[src/rtl/pipe_ctrl_pkg.sv]
// Shared definitions for the pipeline hazard / bus controller: FSM states,
// forward-select codes, stage write-enable bit positions and common patterns.
package pipe_ctrl_pkg;

    typedef enum logic [2:0] {
        ST_IDLE     = 3'd0,
        ST_ACCESS_I = 3'd1,
        ST_ACCESS_D = 3'd2,
        ST_BOTH     = 3'd3,
        ST_GRANT    = 3'd4
    } ctrl_state_e;

    localparam logic [1:0] FWD_RF  = 2'd0;
    localparam logic [1:0] FWD_EX  = 2'd1;
    localparam logic [1:0] FWD_MEM = 2'd2;
    localparam logic [1:0] FWD_WB  = 2'd3;

    // Bit positions inside stage_we = {PC, IF/ID, ID/EX, EX/M, M/WB}.
    localparam int WE_PC    = 4;
    localparam int WE_IF_ID = 3;
    localparam int WE_ID_EX = 2;
    localparam int WE_EX_M  = 1;
    localparam int WE_M_WB  = 0;

    localparam logic [4:0] WE_RUN         = 5'b11111;
    localparam logic [4:0] WE_STALL       = 5'b00000;
    localparam logic [4:0] WE_HOLD_FETCH  = 5'b00111;
    localparam logic [4:0] WE_HOLD_DECODE = 5'b00011;

endpackage

[src/rtl/rr_arbiter.sv]
// Combinational round-robin pick: first set request at or after ptr, wrapping.
module rr_arbiter #(
    parameter int N_DMA = 2,
    parameter int PTR_W = 1
) (
    input  logic [N_DMA-1:0] req,
    input  logic [PTR_W-1:0] ptr,
    output logic [N_DMA-1:0] grant,
    output logic             valid
);

    always_comb begin
        grant = '0;
        valid = 1'b0;
        // First pass scans from ptr upward, second pass wraps to the low channels.
        for (int i = 0; i < N_DMA; i++) begin
            if (!valid && req[i] && (i >= int'(ptr))) begin
                grant[i] = 1'b1;
                valid    = 1'b1;
            end
        end
        for (int i = 0; i < N_DMA; i++) begin
            if (!valid && req[i] && (i < int'(ptr))) begin
                grant[i] = 1'b1;
                valid    = 1'b1;
            end
        end
    end

endmodule

[src/rtl/pipe_hazard_bus_ctrl.sv]
// Stall/forward controller for the 5-stage pipeline plus round-robin DMA bus
// arbitration with cycle stealing while both caches hit.
module pipe_hazard_bus_ctrl
    import pipe_ctrl_pkg::*;
#(
    parameter int RA_W  = 2,
    parameter int N_DMA = 2
) (
    input  logic             clk,
    input  logic             reset_n,
    input  logic [RA_W-1:0]  rs,
    input  logic [RA_W-1:0]  rt,
    input  logic             use_rs,
    input  logic             use_rt,
    input  logic             halt_id,
    input  logic             load_ex,
    input  logic [RA_W-1:0]  dest_ex,
    input  logic [RA_W-1:0]  dest_m,
    input  logic [RA_W-1:0]  dest_wb,
    input  logic             reg_write_ex,
    input  logic             reg_write_m,
    input  logic             reg_write_wb,
    input  logic             i_cache_hit,
    input  logic             d_cache_hit,
    input  logic             i_ready,
    input  logic             d_ready,
    input  logic [N_DMA-1:0] BR,
    output logic [N_DMA-1:0] BG,
    output logic [1:0]       forward_a,
    output logic [1:0]       forward_b,
    output logic [4:0]       stage_we,
    output logic             flush_ex,
    output logic             both_access,
    output logic [2:0]       state_dbg
);

    localparam int PTR_W = (N_DMA > 1) ? $clog2(N_DMA) : 1;

    ctrl_state_e      state_q, state_d;
    logic [N_DMA-1:0] bg_q, bg_d;
    logic [PTR_W-1:0] ptr_q, ptr_d, ptr_next, owner_idx;
    logic             i_seen_q, i_seen_d, d_seen_q, d_seen_d;
    logic [N_DMA-1:0] arb_grant;
    logic             arb_valid;
    logic             lu, owner_released;
    logic [4:0]       we;
    logic             flush;

    function automatic logic [1:0] fwd_sel(
        input logic            use_src,
        input logic [RA_W-1:0] src,
        input logic [RA_W-1:0] d_ex,  input logic w_ex,
        input logic [RA_W-1:0] d_m,   input logic w_m,
        input logic [RA_W-1:0] d_wb,  input logic w_wb
    );
        logic [1:0] sel;
        sel = FWD_RF;
        if (use_src) begin
            if (w_ex && src == d_ex)      sel = FWD_EX;
            else if (w_m && src == d_m)   sel = FWD_MEM;
            else if (w_wb && src == d_wb) sel = FWD_WB;
        end
        return sel;
    endfunction

    assign forward_a = fwd_sel(use_rs, rs, dest_ex, reg_write_ex, dest_m, reg_write_m,
                               dest_wb, reg_write_wb);
    assign forward_b = fwd_sel(use_rt, rt, dest_ex, reg_write_ex, dest_m, reg_write_m,
                               dest_wb, reg_write_wb);

    assign lu = load_ex && reg_write_ex &&
                ((use_rs && rs == dest_ex) || (use_rt && rt == dest_ex));

    rr_arbiter #(
        .N_DMA (N_DMA),
        .PTR_W (PTR_W)
    ) u_arb (
        .req   (BR),
        .ptr   (ptr_q),
        .grant (arb_grant),
        .valid (arb_valid)
    );

    // Bus handshake: BR[k] is a level held for as long as channel k wants the bus;
    // BG[k] rises the cycle after the pick and stays high until BR[k] is seen low,
    // then drops on the next edge. Other requests are not considered meanwhile.
    always_comb begin
        owner_idx = '0;
        for (int i = 0; i < N_DMA; i++) begin
            if (bg_q[i]) owner_idx = PTR_W'(i);
        end
    end

    assign ptr_next       = (owner_idx == PTR_W'(N_DMA - 1)) ? '0 : owner_idx + PTR_W'(1);
    assign owner_released = ~|(BR & bg_q);

    always_ff @(posedge clk or negedge reset_n) begin
        if (!reset_n) begin
            state_q  <= ST_IDLE;
            bg_q     <= '0;
            ptr_q    <= '0;
            i_seen_q <= 1'b0;
            d_seen_q <= 1'b0;
        end else begin
            state_q  <= state_d;
            bg_q     <= bg_d;
            ptr_q    <= ptr_d;
            i_seen_q <= i_seen_d;
            d_seen_q <= d_seen_d;
        end
    end

    always_comb begin
        state_d  = state_q;
        bg_d     = bg_q;
        ptr_d    = ptr_q;
        i_seen_d = i_seen_q;
        d_seen_d = d_seen_q;
        we       = WE_RUN;
        flush    = 1'b0;

        case (state_q)
            ST_IDLE: begin
                if (!d_cache_hit) begin
                    state_d = ST_ACCESS_D;
                    we      = WE_STALL;
                end else if (lu) begin
                    we    = WE_HOLD_DECODE;
                    flush = 1'b1;
                end else if (halt_id) begin
                    we = WE_HOLD_FETCH;
                end else if (!i_cache_hit) begin
                    state_d = ST_ACCESS_I;
                    we      = WE_HOLD_FETCH;
                    flush   = 1'b1;
                end else if (arb_valid) begin
                    state_d = ST_GRANT;
                    bg_d    = arb_grant;
                end
            end

            ST_ACCESS_I: begin
                if (!d_cache_hit) begin
                    state_d  = ST_BOTH;
                    we       = WE_STALL;
                    i_seen_d = i_ready;
                    d_seen_d = d_ready;
                end else if (i_ready) begin
                    state_d = ST_IDLE;
                    flush   = 1'b1;
                end else begin
                    we    = WE_HOLD_FETCH;
                    flush = 1'b1;
                end
            end

            ST_ACCESS_D: begin
                if (!i_cache_hit) begin
                    state_d  = ST_BOTH;
                    we       = WE_STALL;
                    i_seen_d = i_ready;
                    d_seen_d = d_ready;
                end else if (d_ready) begin
                    state_d = ST_IDLE;
                end else begin
                    we = WE_STALL;
                end
            end

            ST_BOTH: begin
                // Ready pulses may arrive in any order and only once each.
                if ((i_seen_q || i_ready) && (d_seen_q || d_ready)) begin
                    state_d  = ST_IDLE;
                    i_seen_d = 1'b0;
                    d_seen_d = 1'b0;
                end else begin
                    we       = WE_STALL;
                    i_seen_d = i_seen_q || i_ready;
                    d_seen_d = d_seen_q || d_ready;
                end
            end

            ST_GRANT: begin
                // Misses wait for the bus; the pipeline only steals cycles on hits.
                if (!d_cache_hit) begin
                    we = WE_STALL;
                end else if (!i_cache_hit) begin
                    we    = WE_HOLD_FETCH;
                    flush = 1'b1;
                end else if (lu) begin
                    we    = WE_HOLD_DECODE;
                    flush = 1'b1;
                end else if (halt_id) begin
                    we = WE_HOLD_FETCH;
                end
                if (owner_released) begin
                    state_d = ST_IDLE;
                    bg_d    = '0;
                    ptr_d   = ptr_next;
                end
            end

            default: begin
                state_d = ST_IDLE;
                bg_d    = '0;
            end
        endcase
    end

    assign stage_we    = reset_n ? we : WE_RUN;
    assign flush_ex    = reset_n && flush;
    assign BG          = bg_q;
    assign both_access = (state_q == ST_BOTH);
    assign state_dbg   = state_q;

endmodule

[config.mk]
export PLATFORM = sky130hd
export DESIGN_NAME = pipe_hazard_bus_ctrl
export DESIGN_NICKNAME = d
export VERILOG_FILES = /design/src/rtl/pipe_ctrl_pkg.sv /design/src/rtl/rr_arbiter.sv /design/src/rtl/pipe_hazard_bus_ctrl.sv
export SDC_FILE = /design/constraint.sdc
export NUM_CORES = 1
export LEC_CHECK = 0
export ABC_CLOCK_PERIOD_IN_PS = 2050
export CAP_MARGIN = 20
export CORE_AREA = 5 5 47 65
export CTS_CLUSTER_DIAMETER = 100
export DETAILED_ROUTE_END_ITERATION = 7
export DIE_AREA = 0 0 52 70
export PLACE_DENSITY_LB_ADDON = 0.08
export SLEW_MARGIN = 20
export SYNTH_ARGS = -nofsm -noshare
export SYNTH_HDL_FRONTEND = slang
export SYNTH_HIERARCHICAL = 1
export SYNTH_SLANG_ARGS = --single-unit
[constraint.sdc]
create_clock -name clk -period 2.05 [get_ports clk]
set_clock_uncertainty 0.05 [all_clocks]
set_input_delay 0.205 -clock clk [delete_from_list [all_inputs] [get_ports clk]]
set_output_delay 0.205 -clock clk [all_outputs]
set_load 0.01 [all_outputs]
==> flow_metrics.py <==
metrics = {
    "clocking": {
        "ctsLongestPathBuffers": 2,
        "cts_buffers": 3,
        "cts_hold_buf": 0,
        "clockRootBuffer": "clkbuf_4",
        "cts_sinks": 8,
        "cts.clk_slew.worst_paths_ps": 50,
        "htreeDepth": 1,
        "cts_tree": "built",
        "clock_insertion_delay_worst_skew_ps": 250,
    },
    "grt": {
        "grt_use_total": 0.1763,
        "grt_max_degree": 22,
        "grt_most_used_layer": "met2",
        "grt_util_met3": 0.02340,
        "grt_remaining_overflow": 0,
        "globalRouteMet2Util": 0.3399,
        "antenna_found_initial": 0,
        "grt_pass1_wl_um": 4988,
        "met1_usage": 0.1736,
        "grt_pass1_vias": 1219,
    },
    "logic_synthesis": {
        "synth.cell_area_sq_um": 967.2,
        "synth_cells": 122,
        "synth_cell_type_count": 44,
        "synth_edf_count": 0,
        "ys_ff_latch": 8,
        "synth_ff_type": "dfrtp_1",
        "synthArstFlopShare": 1.000,
        "synth-seq-area-share": 0.2070,
        "yosys_warnings": 6,
        "syn-num-nets": 147,
        "syn_avg_cell_area_sq_um": 7.928,
    },
    "die": {
        "coreArea_sq_um": 2391,
        "die_w_um": 52,
        "initial_core_util": 0.4045,
        "die_h_um": 70,
        "ioPinCount": 41,
        "std_cell_rows": 21,
        "dieArea_sq_um": 3640,
    },
    "cells_and_area": {
        "drive_gt1_frac": 0.2872,
        "nets": 215,
        "num_antenna_cells": 0,
        "ff_latch_area_sq_um": 200.2,
        "final.fill_count": 211,
        "layout_commonest_cell": "buf_4",
        "instances_no_fill": 222,
        "multi_input_area_sq_um": 738.2,
        "final_cell_mix": "31 x buf_4, 23 x clkdlybuf4s50_1, 9 x xnor2_1",
        "syn_to_final_growth_pct": 68.95,
    },
    "power": {
        "powerDensity_nw_per_um2": 801.6,
        "irDropWorstVdd_v": 0.0004156,
        "leakagePower_uw": 0.0007301,
    },
    "setup_path": {
        "end_kind": "output pin",
        "reg2reg_from": "state_dbg[1]$_DFFE_PN0P_",
        "timing.rr.end": "BG[0]$_DFFE_PN0P_",
        "path_class": "in -> out",
        "critPathTopFamily": "buffers and inverters",
        "worst-path-buf-inv": 2,
        "ff2ff_path_depth": 6,
        "slowest_delay_ps": 470,
        "rrSetupSlack_ps": 240,
        "crit_start": "load_ex",
        "cp.required_ps": 1790,
        "slowest_stage": "clkdlybuf4s50_1",
        "crit_chain": "clkdlybuf4s50_1, nand3_1, or3_4, and2_4, a221oi_2, buf_2",
        "crit_path_max_fanout": 4,
        "arrival_ps": 1680,
        "cp-start-kind": "primary input",
    },
    "timing": {
        "fin_tns_setup_ps": 0,
        "finalSetupViolCount": 0,
        "max_freq_mhz": 515.8,
        "setup_ws_ps": 111.1,
        "rsz0062_at_grt": "no",
        "hold_viol": 0,
        "fin_hold_ws_ps": 304.1,
        "finalMaxSlewViolations": 0,
        "max_slew_margin": 0.7571,
        "finalCriticalPeriod_ps": 1939,
        "worst_slew_pin_slew_ps": 363.6,
        "finalCritPeriodShare": 0.9458,
    },
    "detailed_routing": {
        "wirelength_um": 3101,
        "via_count": 1167,
        "wl_per_cell_um": 13.97,
        "drc_errors": 0,
        "avgViaCountPerCell": 5.257,
        "ant_nets": 0,
        "drtIter0Drc": 22,
        "first_pass_iters": 4,
    },
    "place": {
        "portBuffers": 40,
        "finalWeightedCongestion": 0.7687,
        "dp_slack_ps": -459.7,
        "hpwl_um": 2579,
        "place_inst": 216,
    },
    "worst_hold_path": {
        "hold_class": "in -> async",
    },
    "run": {
        "drv_cap": 0,
    },
    "run_status": {
        "status": "complete, no violations",
    },
}
[state kept, by name, indices dropped and copies added (netlist names)]
signal	cells
d_seen_q	1
i_seen_q	1
ptr_q	1
state_dbg	3
BG	2
[cell usage after synthesis, types with 2 or more instances]
library cell	count	area [sq um]
nor3b_1	2	15.01
a21oi_1	9	45.04
or3b_2	2	17.52
nor2b_1	7	43.79
a211oi_1	2	15.01
a21boi_1	2	15.01
nand2_1	5	18.77
o311ai_2	2	32.53
o41ai_1	2	17.52
o31ai_1	2	15.01
nand3_1	8	40.04
o22ai_1	2	12.51
inv_1	5	18.77
nor3_1	3	15.01
nand2b_1	7	43.79
nand4_1	2	12.51
clkbuf_1	3	11.26
dfrtp_1	8	200.2
xnor2_1	10	87.58
o21ai_0	2	10.01
xor2_1	2	17.52
a2bb2oi_1	2	17.52
a31oi_1	2	12.51
buf_4	3	22.52
or3_1	2	12.51
a21boi_0	2	15.01
nor2_1	7	26.28
[where the power goes]
part           switching [uW]  total, uW  internal, uW
sequential               70.2        299           229
clock                    48.1        115          66.6
combinational             423        896           473
[logic make-up (layout without fill, tap and decap cells)]
logic type | after synthesis | after routing | synth area share
AO/OA/AOI/OAI | 37 | 37 | 0.2936
flip-flops | 8 | 8 | 0.2070
XOR/XNOR | 12 | 12 | 0.1087
buffers and inverters | 13 | 79 | 0.07115
AND/OR/NAND/NOR | 52 | 52 | 0.3195
[through the flow]
step | cell area (sq um) | total power (uW) | util
after floorplan | 967.2 | 780.5 | -
after global placement | 1570 | 1165 | 0.6567
after detailed placement | 1570 | 1189 | 0.6567
after CTS | 1578 | 1278 | 0.6599
after global routing | 1634 | 1425 | 0.6834
final | 1634 | 1310 | 0.6834
[metal layers]
layer	share of wire	wire [um]	vias up
li1	-	-	591
met1	0.37	1154	525
met2	0.55	1706	43
met3	0.057	176	8
met4	0.020	63	0
met5	0	0	-
[what timing repair did]
item | in CTS | in global routing
gates resized for setup | 28 | 13
pin swaps | 1 | 3
setup endpoints to repair | 10 | 7
buffers inserted | 0 | 3
[area by class of cell]
cell class / count / share of cell area
Multi-Input combinational cell: 101 / 0.4518
Timing Repair Buffer: 71 / 0.3744
Sequential cell: 8 / 0.1225
Tap cell: 34 / 0.02603
Clock buffer: 3 / 0.01378
Inverter: 5 / 0.01149
[worst max-delay path by stage]
stage / to / slack, ps / cells after the start
finish: flush_ex / 110 / 6
global route: stage_we[4] / 20 / 7
CTS: stage_we[3] / 1 / 7
detailed placement: flush_ex / -460 / 6
global placement: flush_ex / -440 / 6
floorplan: stage_we[1] / 320 / 7
No activity file was read; power rests on OpenSTA's default activity.
